===== src/rtl/pre_analysis_pkg.sv =====
// Shared constants, FSM encoding and read-tag payload for the AES memory loaders.
package pre_analysis_pkg;

    localparam int unsigned KEY_BASE_ADDR   = 0;
    localparam int unsigned DATA_OFFSET     = 4;
    localparam int unsigned WORDS_PER_BLOCK = 4;
    localparam int unsigned WORD_W          = 32;
    localparam int unsigned BLOCK_W         = 128;
    localparam int unsigned ADDR_W          = 32;
    localparam int unsigned BLK_ADDR_W      = 12;
    localparam int unsigned CNT_W           = 4;

    typedef enum logic [1:0] {
        ST_IDLE  = 2'd0,
        ST_ISSUE = 2'd1,
        ST_DRAIN = 2'd2,
        ST_DONE  = 2'd3
    } state_e;

    typedef struct packed {
        logic       valid;
        logic       is_key;
        logic [1:0] idx;
    } rd_tag_t;

endpackage


===== src/rtl/pre_analysis_if.sv =====
// Control and memory-read bus between the AES loader and its requester/memory.
interface pre_analysis_if;
    import pre_analysis_pkg::*;

    logic                  start;
    logic                  load_key;
    logic [BLK_ADDR_W-1:0] block_address;
    logic [WORD_W-1:0]     mem_data_in;
    logic [ADDR_W-1:0]     address;
    logic                  read_enable;
    logic [BLOCK_W-1:0]    key_out;
    logic [BLOCK_W-1:0]    data_out;
    logic                  busy;
    logic                  done;

    modport master (
        output start, load_key, block_address, mem_data_in,
        input  address, read_enable, key_out, data_out, busy, done
    );

    modport slave (
        input  start, load_key, block_address, mem_data_in,
        output address, read_enable, key_out, data_out, busy, done
    );

endinterface


===== src/rtl/pre_analysis_read_tag_pipe.sv =====
// Shift register carrying read tags alongside the memory's read latency.
module read_tag_pipe
    import pre_analysis_pkg::*;
#(
    parameter int unsigned DEPTH = 1
) (
    input  logic    clk,
    input  logic    rst_n,
    input  rd_tag_t tag_i,
    output rd_tag_t tag_o
);

    rd_tag_t stage_q [DEPTH];

    always_ff @(posedge clk or negedge rst_n) begin
        if (!rst_n) begin
            for (int i = 0; i < int'(DEPTH); i++) stage_q[i] <= '0;
        end else begin
            stage_q[0] <= tag_i;
            for (int i = 1; i < int'(DEPTH); i++) stage_q[i] <= stage_q[i-1];
        end
    end

    assign tag_o = stage_q[DEPTH-1];

endmodule


===== src/rtl/pre_analysis.sv =====
// Loads the AES key (optional) and one plaintext block from word memory,
// one read per cycle, and assembles them into 128-bit outputs.
module pre_analysis #(
    parameter int unsigned READ_LATENCY = 1,
    parameter int unsigned KEY_BASE     = pre_analysis_pkg::KEY_BASE_ADDR,
    parameter int unsigned DATA_OFFSET  = pre_analysis_pkg::DATA_OFFSET
) (
    input  logic           CLK,
    input  logic           RST_N,
    pre_analysis_if.slave  bus
);
    import pre_analysis_pkg::*;

    state_e                state_q, state_d;
    logic [ADDR_W-1:0]     address_q, address_d;
    logic                  re_q, re_d;
    logic [BLOCK_W-1:0]    key_q, key_d;
    logic [BLOCK_W-1:0]    data_q, data_d;
    logic                  busy_q, busy_d;
    logic                  done_q, done_d;
    logic                  load_key_q, load_key_d;
    logic [BLK_ADDR_W-1:0] blk_q, blk_d;
    logic [CNT_W-1:0]      cnt_q, cnt_d;
    rd_tag_t               tag_q, tag_d;
    rd_tag_t               tag_out;

    logic                  accept_c;
    logic                  sel_lk_c;
    logic [BLK_ADDR_W-1:0] sel_blk_c;
    logic [CNT_W-1:0]      sel_cnt_c;
    logic [CNT_W-1:0]      n_reads_c;
    rd_tag_t               nxt_tag_c;
    logic [ADDR_W-1:0]     nxt_addr_c;

    read_tag_pipe #(.DEPTH(READ_LATENCY)) u_tag_pipe (
        .clk   (CLK),
        .rst_n (RST_N),
        .tag_i (tag_q),
        .tag_o (tag_out)
    );

    // Address and tag of the next read; on acceptance it comes straight from the request.
    always_comb begin
        accept_c  = bus.start && ((state_q == ST_IDLE) || (state_q == ST_DONE));
        sel_lk_c  = accept_c ? bus.load_key      : load_key_q;
        sel_blk_c = accept_c ? bus.block_address : blk_q;
        sel_cnt_c = accept_c ? '0                : cnt_q;
        n_reads_c = load_key_q ? CNT_W'(2 * WORDS_PER_BLOCK) : CNT_W'(WORDS_PER_BLOCK);

        nxt_tag_c        = '0;
        nxt_tag_c.valid  = 1'b1;
        nxt_tag_c.idx    = sel_cnt_c[1:0];
        nxt_tag_c.is_key = sel_lk_c && (sel_cnt_c < CNT_W'(WORDS_PER_BLOCK));
        if (nxt_tag_c.is_key)
            nxt_addr_c = ADDR_W'(KEY_BASE) + ADDR_W'(nxt_tag_c.idx);
        else
            nxt_addr_c = ADDR_W'(sel_blk_c) + ADDR_W'(DATA_OFFSET) + ADDR_W'(nxt_tag_c.idx);
    end

    always_comb begin
        state_d    = state_q;
        address_d  = address_q;
        re_d       = 1'b0;
        key_d      = key_q;
        data_d     = data_q;
        busy_d     = busy_q;
        done_d     = 1'b0;
        load_key_d = load_key_q;
        blk_d      = blk_q;
        cnt_d      = cnt_q;
        tag_d      = '0;

        // Returning word lands in its slice as its tag leaves the pipe.
        if (tag_out.valid) begin
            if (tag_out.is_key) key_d[{tag_out.idx, 5'd0} +: WORD_W]  = bus.mem_data_in;
            else                data_d[{tag_out.idx, 5'd0} +: WORD_W] = bus.mem_data_in;
        end

        unique case (state_q)
            ST_IDLE, ST_DONE: begin
                state_d = ST_IDLE;
                if (accept_c) begin
                    state_d    = ST_ISSUE;
                    load_key_d = bus.load_key;
                    blk_d      = bus.block_address;
                    address_d  = nxt_addr_c;
                    re_d       = 1'b1;
                    tag_d      = nxt_tag_c;
                    cnt_d      = CNT_W'(1);
                    busy_d     = 1'b1;
                end
            end
            ST_ISSUE: begin
                if (cnt_q < n_reads_c) begin
                    address_d = nxt_addr_c;
                    re_d      = 1'b1;
                    tag_d     = nxt_tag_c;
                    cnt_d     = cnt_q + CNT_W'(1);
                end else begin
                    state_d = ST_DRAIN;
                end
            end
            ST_DRAIN: begin
                // Final data word is always the last read issued.
                if (tag_out.valid && !tag_out.is_key && (tag_out.idx == 2'd3)) begin
                    state_d = ST_DONE;
                    done_d  = 1'b1;
                    busy_d  = 1'b0;
                end
            end
            default: state_d = ST_IDLE;
        endcase
    end

    always_ff @(posedge CLK or negedge RST_N) begin
        if (!RST_N) begin
            state_q    <= ST_IDLE;
            address_q  <= '0;
            re_q       <= 1'b0;
            key_q      <= '0;
            data_q     <= '0;
            busy_q     <= 1'b0;
            done_q     <= 1'b0;
            load_key_q <= 1'b0;
            blk_q      <= '0;
            cnt_q      <= '0;
            tag_q      <= '0;
        end else begin
            state_q    <= state_d;
            address_q  <= address_d;
            re_q       <= re_d;
            key_q      <= key_d;
            data_q     <= data_d;
            busy_q     <= busy_d;
            done_q     <= done_d;
            load_key_q <= load_key_d;
            blk_q      <= blk_d;
            cnt_q      <= cnt_d;
            tag_q      <= tag_d;
        end
    end

    assign bus.address     = address_q;
    assign bus.read_enable = re_q;
    assign bus.key_out     = key_q;
    assign bus.data_out    = data_q;
    assign bus.busy        = busy_q;
    assign bus.done        = done_q;

endmodule

===== src/flat_wrapper.sv =====
// flat-port wrapper written by rule: the top's interface ports become plain ports
module pre_analysis_flat import pre_analysis_pkg::*;
#(
    parameter int unsigned READ_LATENCY = 1,
    parameter int unsigned KEY_BASE     = pre_analysis_pkg::KEY_BASE_ADDR,
    parameter int unsigned DATA_OFFSET  = pre_analysis_pkg::DATA_OFFSET
)
  (CLK, RST_N, bus_start, bus_load_key, bus_block_address, bus_mem_data_in, bus_address, bus_read_enable, bus_key_out, bus_data_out, bus_busy, bus_done);
  pre_analysis_if bus_i ();
  input  logic CLK;
  input  logic RST_N;
  input wire logic [$bits(bus_i.start)-1:0] bus_start;
  input wire logic [$bits(bus_i.load_key)-1:0] bus_load_key;
  input wire logic [$bits(bus_i.block_address)-1:0] bus_block_address;
  input wire logic [$bits(bus_i.mem_data_in)-1:0] bus_mem_data_in;
  output wire logic [$bits(bus_i.address)-1:0] bus_address;
  output wire logic [$bits(bus_i.read_enable)-1:0] bus_read_enable;
  output wire logic [$bits(bus_i.key_out)-1:0] bus_key_out;
  output wire logic [$bits(bus_i.data_out)-1:0] bus_data_out;
  output wire logic [$bits(bus_i.busy)-1:0] bus_busy;
  output wire logic [$bits(bus_i.done)-1:0] bus_done;
  assign bus_i.start = bus_start;
  assign bus_i.load_key = bus_load_key;
  assign bus_i.block_address = bus_block_address;
  assign bus_i.mem_data_in = bus_mem_data_in;
  assign bus_address = bus_i.address;
  assign bus_read_enable = bus_i.read_enable;
  assign bus_key_out = bus_i.key_out;
  assign bus_data_out = bus_i.data_out;
  assign bus_busy = bus_i.busy;
  assign bus_done = bus_i.done;
  pre_analysis #(.READ_LATENCY(READ_LATENCY), .KEY_BASE(KEY_BASE), .DATA_OFFSET(DATA_OFFSET)) u_core (.CLK(CLK), .RST_N(RST_N), .bus(bus_i));
endmodule

===== config.mk =====
export PLATFORM = sky130hd
export DESIGN_NAME = pre_analysis_flat
export DESIGN_NICKNAME = d
export VERILOG_FILES = /design/src/rtl/pre_analysis_pkg.sv /design/src/rtl/pre_analysis_if.sv /design/src/rtl/pre_analysis_read_tag_pipe.sv /design/src/rtl/pre_analysis.sv /design/src/flat_wrapper.sv
export SDC_FILE = /design/constraint.sdc
export NUM_CORES = 1
export LEC_CHECK = 0
export CAP_MARGIN = 20
export CORE_AREA = 2 2 146 220
export DETAILED_ROUTE_END_ITERATION = 6
export DIE_AREA = 0 0 148 222
export GPL_TIMING_DRIVEN = 0
export PLACE_DENSITY = 0.66
export REMOVE_ABC_BUFFERS = 1
export SLEW_MARGIN = 0
export SYNTH_ARGS = -nofsm -noshare
export SYNTH_HDL_FRONTEND = slang
export SYNTH_HIERARCHICAL = 1
export SYNTH_SLANG_ARGS = --single-unit

===== constraint.sdc =====
create_clock -name CLK -period 3.3 [get_ports CLK]
set_clock_uncertainty 0.05 [all_clocks]
set_input_delay 0.825 -clock CLK [delete_from_list [all_inputs] [get_ports CLK]]
set_output_delay 0.825 -clock CLK [all_outputs]
set_load 0.05 [all_outputs]

# Yosys cells after proc, flatten, opt, wreduce, memory -nomap -nowiden
# Index checks and enable logic that the tools add are counted.
# word_totals
latch_bits	0
mem_bits_rw	0
out_inout_bits	291
register_bits	318
wordCells	76
mem_count	0
inputBits	48
romBits	0
# op_classes
n_reduce_logical	15
div_mod_pow	0
shift	2
n_mul	0
bitwise_logic	1
n_lt_le_gt_ge	2
addsub	4
eq_ne	8
muxes	28
# ops
operator	count
bitwise mux 128 bit	2
variable shift 32 x 9 -> 128 bit, first input constant	1
variable part select 32 x 9 -> 128 bit	1
two-way mux 32 bit	3
case mux 32 bit (2 select lines)	1
adder 32 x 2 -> 32 bit	1
two-way mux 4 bit	6
case mux 4 bit (2 select lines)	2
adder 12 x 3 -> 13 bit, second input constant	1
two-way mux 12 bit	1
negator 7 -> 9 bit	1
two-way mux 1 bit	8
== test 2 bit, second input constant	3
inequality test 2 x 1 -> 1 bit, second input constant	3
case mux 2 bit (3 select lines)	1
AND reduction 2 bit	3
AND reduction 3 bit	2
adder 4 x 1 -> 4 bit, second input constant	1
logical AND 1 bit	4
< comparator 4 x 3 -> 1 bit, second input constant	1
< comparator 4 bit	1
two-way mux 2 bit	2
case mux 1 bit (2 select lines)	2
nonzero test 2 bit	2
7 further kinds	7

# Logic depth before layout (Yosys ltp)
# Gate-level depths: netlist of run 1.
# depth
depth_word	9
mapped_depth	12
depth_no_buf	11

# Hierarchy
# Netlist of run 1, hierarchy kept.
# by_module_without_submodules
module	area_each_um2	cells_each	instances	seq_area_each_um2
pre_analysis	11524.8	1093	1	7357.1
read_tag_pipe	100.1	4	1	100.1

# Worst setup path before layout of run 1
# No wires, ideal clock.
# synth_timing
path_type	input-to-reg
start	in bus_start
end	reg u_core.address_q[10], in the netlist u_core/bus.address[10]
cell_stages	11
setup_slack_ps	353
arrival_time_ps	2828
t_required_ps	3181
setup_ps	69
n_path_buf	2
path_cell_list	buf_6 > nand2_1 > buf_2 > mux2_2 > ha_1 > inv_1 > fa_1 > nand3_1 > nand4_4 > or4b_1 > nand3_1
# synth_via
elab_chain_len	7
word_cells_on_any_way	14
cone_classes	2 x add/sub; 1 x order compare; 1 x eq/ne; 7 x mux; 3 x reduce/logical
# synth_rtl
item	line	text
from (decl)	flat_wrapper.sv:12	input wire logic [$bits(bus_i.start)-1:0] bus_start;
logical AND 1 bit (*)	pre_analysis.sv:44	accept_c = bus.start && ((state_q == ST_IDLE) || (state_q == ST_DONE));
two-way mux 12 bit (*)	-	
via u_core.sel_blk_c[0]	pre_analysis.sv:29	logic [BLK_ADDR_W-1:0] sel_blk_c;
adder 12 x 3 -> 13 bit (*)	pre_analysis.sv:57	nxt_addr_c = ADDR_W'(sel_blk_c) + ADDR_W'(DATA_OFFSET) + ADDR_W'(nxt_tag_c.idx);
adder 32 x 2 -> 32 bit (*)	pre_analysis.sv:57	
two-way mux 32 bit (*)	pre_analysis.sv:54	if (nxt_tag_c.is_key)
two-way mux 32 bit (on tied branches)	pre_analysis.sv:94, pre_analysis.sv:82	
case mux 32 bit (2 select lines) (*)	pre_analysis.sv:79	unique case (state_q)
to (signal assigned)	pre_analysis.sv:130	address_q <= address_d;
to (decl)	pre_analysis.sv:15	logic [ADDR_W-1:0] address_q, address_d;
# The timed path passes the listed nets; every way through them passes the cells marked *. The select of a mux whose other input is x is not followed.
# A chain may end at the register's enable or synchronous reset.

# Final worst setup path of run 1
# layout_timing
start	reg u_core.state_q[0]
end	reg u_core.address_q[10], in the netlist u_core/bus.address[10]
# layout_via
elab_chain_len	9
word_cells_on_any_way	21
cone_classes	2 x add/sub; 1 x order compare; 4 x eq/ne; 7 x mux; 7 x reduce/logical
# layout_rtl
item	line	text
from (decl)	pre_analysis.sv:14	state_e state_q, state_d;
from (signal assigned)	pre_analysis.sv:129	state_q <= state_d;
== test 2 bit / zero test 2 bit (equally long branches)	pre_analysis.sv:44	
logical OR 1 bit (*)	pre_analysis.sv:44	
logical AND 1 bit (*)	pre_analysis.sv:44	
two-way mux 12 bit (*)	-	
via u_core.sel_blk_c[0]	pre_analysis.sv:29	
adder 12 x 3 -> 13 bit (*)	pre_analysis.sv:57	
adder 32 x 2 -> 32 bit (*)	pre_analysis.sv:57	
two-way mux 32 bit (*)	pre_analysis.sv:54	
two-way mux 32 bit (on tied branches)	pre_analysis.sv:94, pre_analysis.sv:82	
case mux 32 bit (2 select lines) (*)	pre_analysis.sv:79	
# Marked as above.

==> flow_summary.json, run 1 <==
{
  "drv_slew": 0,
  "tns_ns": 0,
  "final-setup-viol-count": 0,
  "syn-instance-count": 1097,
  "htree_levels": 1,
  "grt_pass1_vias": 9158,
  "clk_latency_ns": 0.55,
  "placement.io_buffers": 319,
  "top_usage_layer": "met2",
  "synth_flop_cell": "dfrtp_1",
  "dp_hpwl_mm": 25.0,
  "stdcell_area_sq_mm": 0.0163,
  "antenna_found_initial": 1,
  "relSlewSlack_pct": 37.4,
  "cts.sinks": 298,
  "start_util_pct": 37.7,
  "first_pass_iters": 4,
  "cts_buffers": 28,
  "yosysWarnings": 6,
  "drive_gt1_share_pct": 6.50,
  "fp.dieH_um": 222,
  "cp-start-kind": "flop",
  "num_rows": 79,
  "die_x_um": 148,
  "grt_pass1_wl_mm": 54.4,
  "vias": 9089,
  "path_clk_slew_ns": 0.06,
  "hold_class": "in2async",
  "die_area_sq_mm": 0.0329,
  "cp_top_family": "simple AND/OR/NAND/NOR gates",
  "coreArea_sq_mm": 0.0308,
  "synth_top_area_share_pct": 64.1,
  "routedWlPerCell_um": 19.3,
  "cts_tree": "built",
  "worstMarginPinSlew_ns": 0.938,
  "fmax_mhz": 325,
  "met3_usage_pct": 4.79,
  "required_ns": 3.73,
  "ys_top_cells_by_count": "316 x nand2_1, 298 x dfrtp_1, 201 x o21ai_0, 67 x a22o_1, 60 x clkbuf_1",
  "drt_iter0_drc": 320,
  "path_max_fanout": 14,
  "drc": 0,
  "multi_input_area_sq_mm": 0.00381,
  "layout.area.seq_sq_mm": 0.00746,
  "grtUsageMet2_pct": 37.8,
  "io_pins": 339,
  "gp_congestion": 0.796,
  "power_density_mw_per_mm2": 447,
  "pre_cts_slack_ns": -0.811,
  "worstSetupEndpointType": "flop",
  "critPathKind": "reg2reg",
  "syn_avg_cell_area_sq_um": 10.6,
  "clk_path_buf_depth": 3,
  "worst_path_largest_cell_delay_ns": 0.52,
  "yosysTopAreaCell": "dfrtp_1",
  "hold_viol": 0,
  "fillerInstances": 2733,
  "synth_edf_count": 0,
  "area_growth_pct": 40.0,
  "holdWs_ns": 0.223,
  "p_leak_nw": 7.39,
  "nets": 1454,
  "grt_max_degree": 123,
  "outcome": "complete, no violations",
  "synth_async_sr_flop_share_pct": 100,
  "drt-total-wl_mm": 35.1,
  "grt_use_met1_pct": 24.9,
  "yosysSeqAreaShare_pct": 64.1,
  "grt_usage_pct": 21.2,
  "rsz0062_at_grt": "false",
  "fin_crit_ns": 3.07,
  "vias_per_cell": 4.99,
  "synth.most_common_cell": "nand2_1",
  "worst-path-buf-inv": 2,
  "synth_area_leaders": "dfrtp_1 64%, nand2_1 10%, o21ai_0 8.7%",
  "setup_ws_ns": 0.225,
  "maxCapViolations": 0,
  "synth.cell_area_sq_mm": 0.0116,
  "postPlaceCellArea_sq_mm": 0.0153,
  "drtAntennaViolNets": 0,
  "crit_chain": "inv_1, ha_4, nand2_2, mux2_2, ha_1, inv_1, fa_1, nand3_1, nand4_4, or4b_1, nand3_1",
  "ir_drop_uv": 420,
  "cts_root_buffer": "clkbuf_16",
  "post-route-period-util_pct": 93.2,
  "crit_arrival_ns": 3.50,
  "synthDistinctLibCells": 49,
  "ys_ff_latch": 298,
  "utilization_pct": 52.8,
  "crit_slowest_cell": "or4b_1",
  "grt_overflow_total": 0,
  "post_cts_buffers": 0
}
registers in the layout (all words and copies together), names as in the netlist:
name and cells:
u_core/load_key_q 1, u_core/bus.address 13, u_core/bus.busy 1, u_core/state_q 2, u_core/tag_q 3, u_core/u_tag_pipe/tag_o 4
u_core/bus.done 1, u_core/bus.read_enable 1, u_core/cnt_q 4, u_core/bus.data_out 128, u_core/blk_q 12, u_core/bus.key_out 128
metrics by stage:
stage / total power [mW] / instances
4_1_cts: 7.37 / 1820
5_1_grt: 7.55 / 1821
2_1_floorplan: 3.89 / 1027
3_3_place_gp: 4.11 / 1751
6_report: 7.28 / 1821
3_5_place_dp: 4.11 / 1769
what timing repair did:
item                       4_1_cts  5_1_grt
cloned                           0        0
setup endpoints to repair        8        2
hold buffers                     0        0
gates resized for setup          3        1
report_power, final:
part | switching, mW | internal, mW | total, mW
Sequential | 0.0111 | 3.67 | 3.68
Combinational | 0.249 | 0.106 | 0.356
Clock | 1.37 | 1.87 | 3.24
Total | 1.63 | 5.65 | 7.28
cell families after synthesis:
logic type,Yosys count,share of synthesized area (%)
simple gates,367,12.9
flops,298,64.1
compound gates,296,15.6
buf+inv,104,4.23
mux,15,1.42
fa+ha+maj,12,1.36
xor+xnor,4,0.301
other cells,1,0.0323
area by class of cell:
type / instances / share of cell area (%)
clock inverter: 7 / 0.408
multi-input combinational: 713 / 23.4
sequential: 298 / 45.8
inverter: 16 / 0.369
clock buffer: 44 / 5.30
timing repair buffer: 337 / 21.6
antenna: 1 / 0.0154
tap: 405 / 3.11
path summary, 6_finish.rpt:
path / cells after the start / slack [ns] / to / start
worst min-delay path: 1 / 0.22 / u_core/blk_q[6] / RST_N
max in group asynchronous: 2 / 1.94 / u_core/bus.data_out[81] / RST_N
worst min register to register: 0 / 0.30 / u_core/u_tag_pipe/tag_o[0] / u_core/tag_q[0]
worst max-delay path: 11 / 0.23 / u_core/bus.address[10] / u_core/state_q[0]
worst max register to register: 11 / 0.23 / u_core/bus.address[10] / u_core/state_q[0]
min in group CLK: 0 / 0.30 / u_core/u_tag_pipe/tag_o[0] / u_core/tag_q[0]
layout by cell type, fill, tap and decap left out, drive strengths merged, types with 2 or more instances in the layout:
cell and count:
and4 2, nand4 4, o211ai 2, clkbuf 44, nor2 6, and3 2
nor3 4, a21o 2, a21oi 8, a32o 4, nand3 19, and2 3
clkinv 4, o21ai 204, mux2 9, xnor2 3, ha 11, dfrtp 298
a22o 67, conb 19, nor2b 3, buf 19, nand2 316, inv 17
mux2i 6, nor3b 4, clkdlybuf4s50 317
routing by layer:
metal  vias to the layer above  wire (um)
met4                         0       1160
met1                      4446      13400
met3                        61       2360
met5                         -          0
met2                       303      18200
li1                       4279          -
No activity file was read; power rests on OpenSTA's default activity.
==> inputs of run 2 (changes only) <==
--- a/config.mk
+++ b/config.mk
@@ -10,6 +10,7 @@
 export DETAILED_ROUTE_END_ITERATION = 6
 export DIE_AREA = 0 0 148 222
 export GPL_TIMING_DRIVEN = 0
+export HOLD_SLACK_MARGIN = 0.1
 export PLACE_DENSITY = 0.66
 export REMOVE_ABC_BUFFERS = 1
 export SLEW_MARGIN = 0
==> results of run 2 <==
Same layout as run 1: the final DEF is identical, and so are final timing and power.
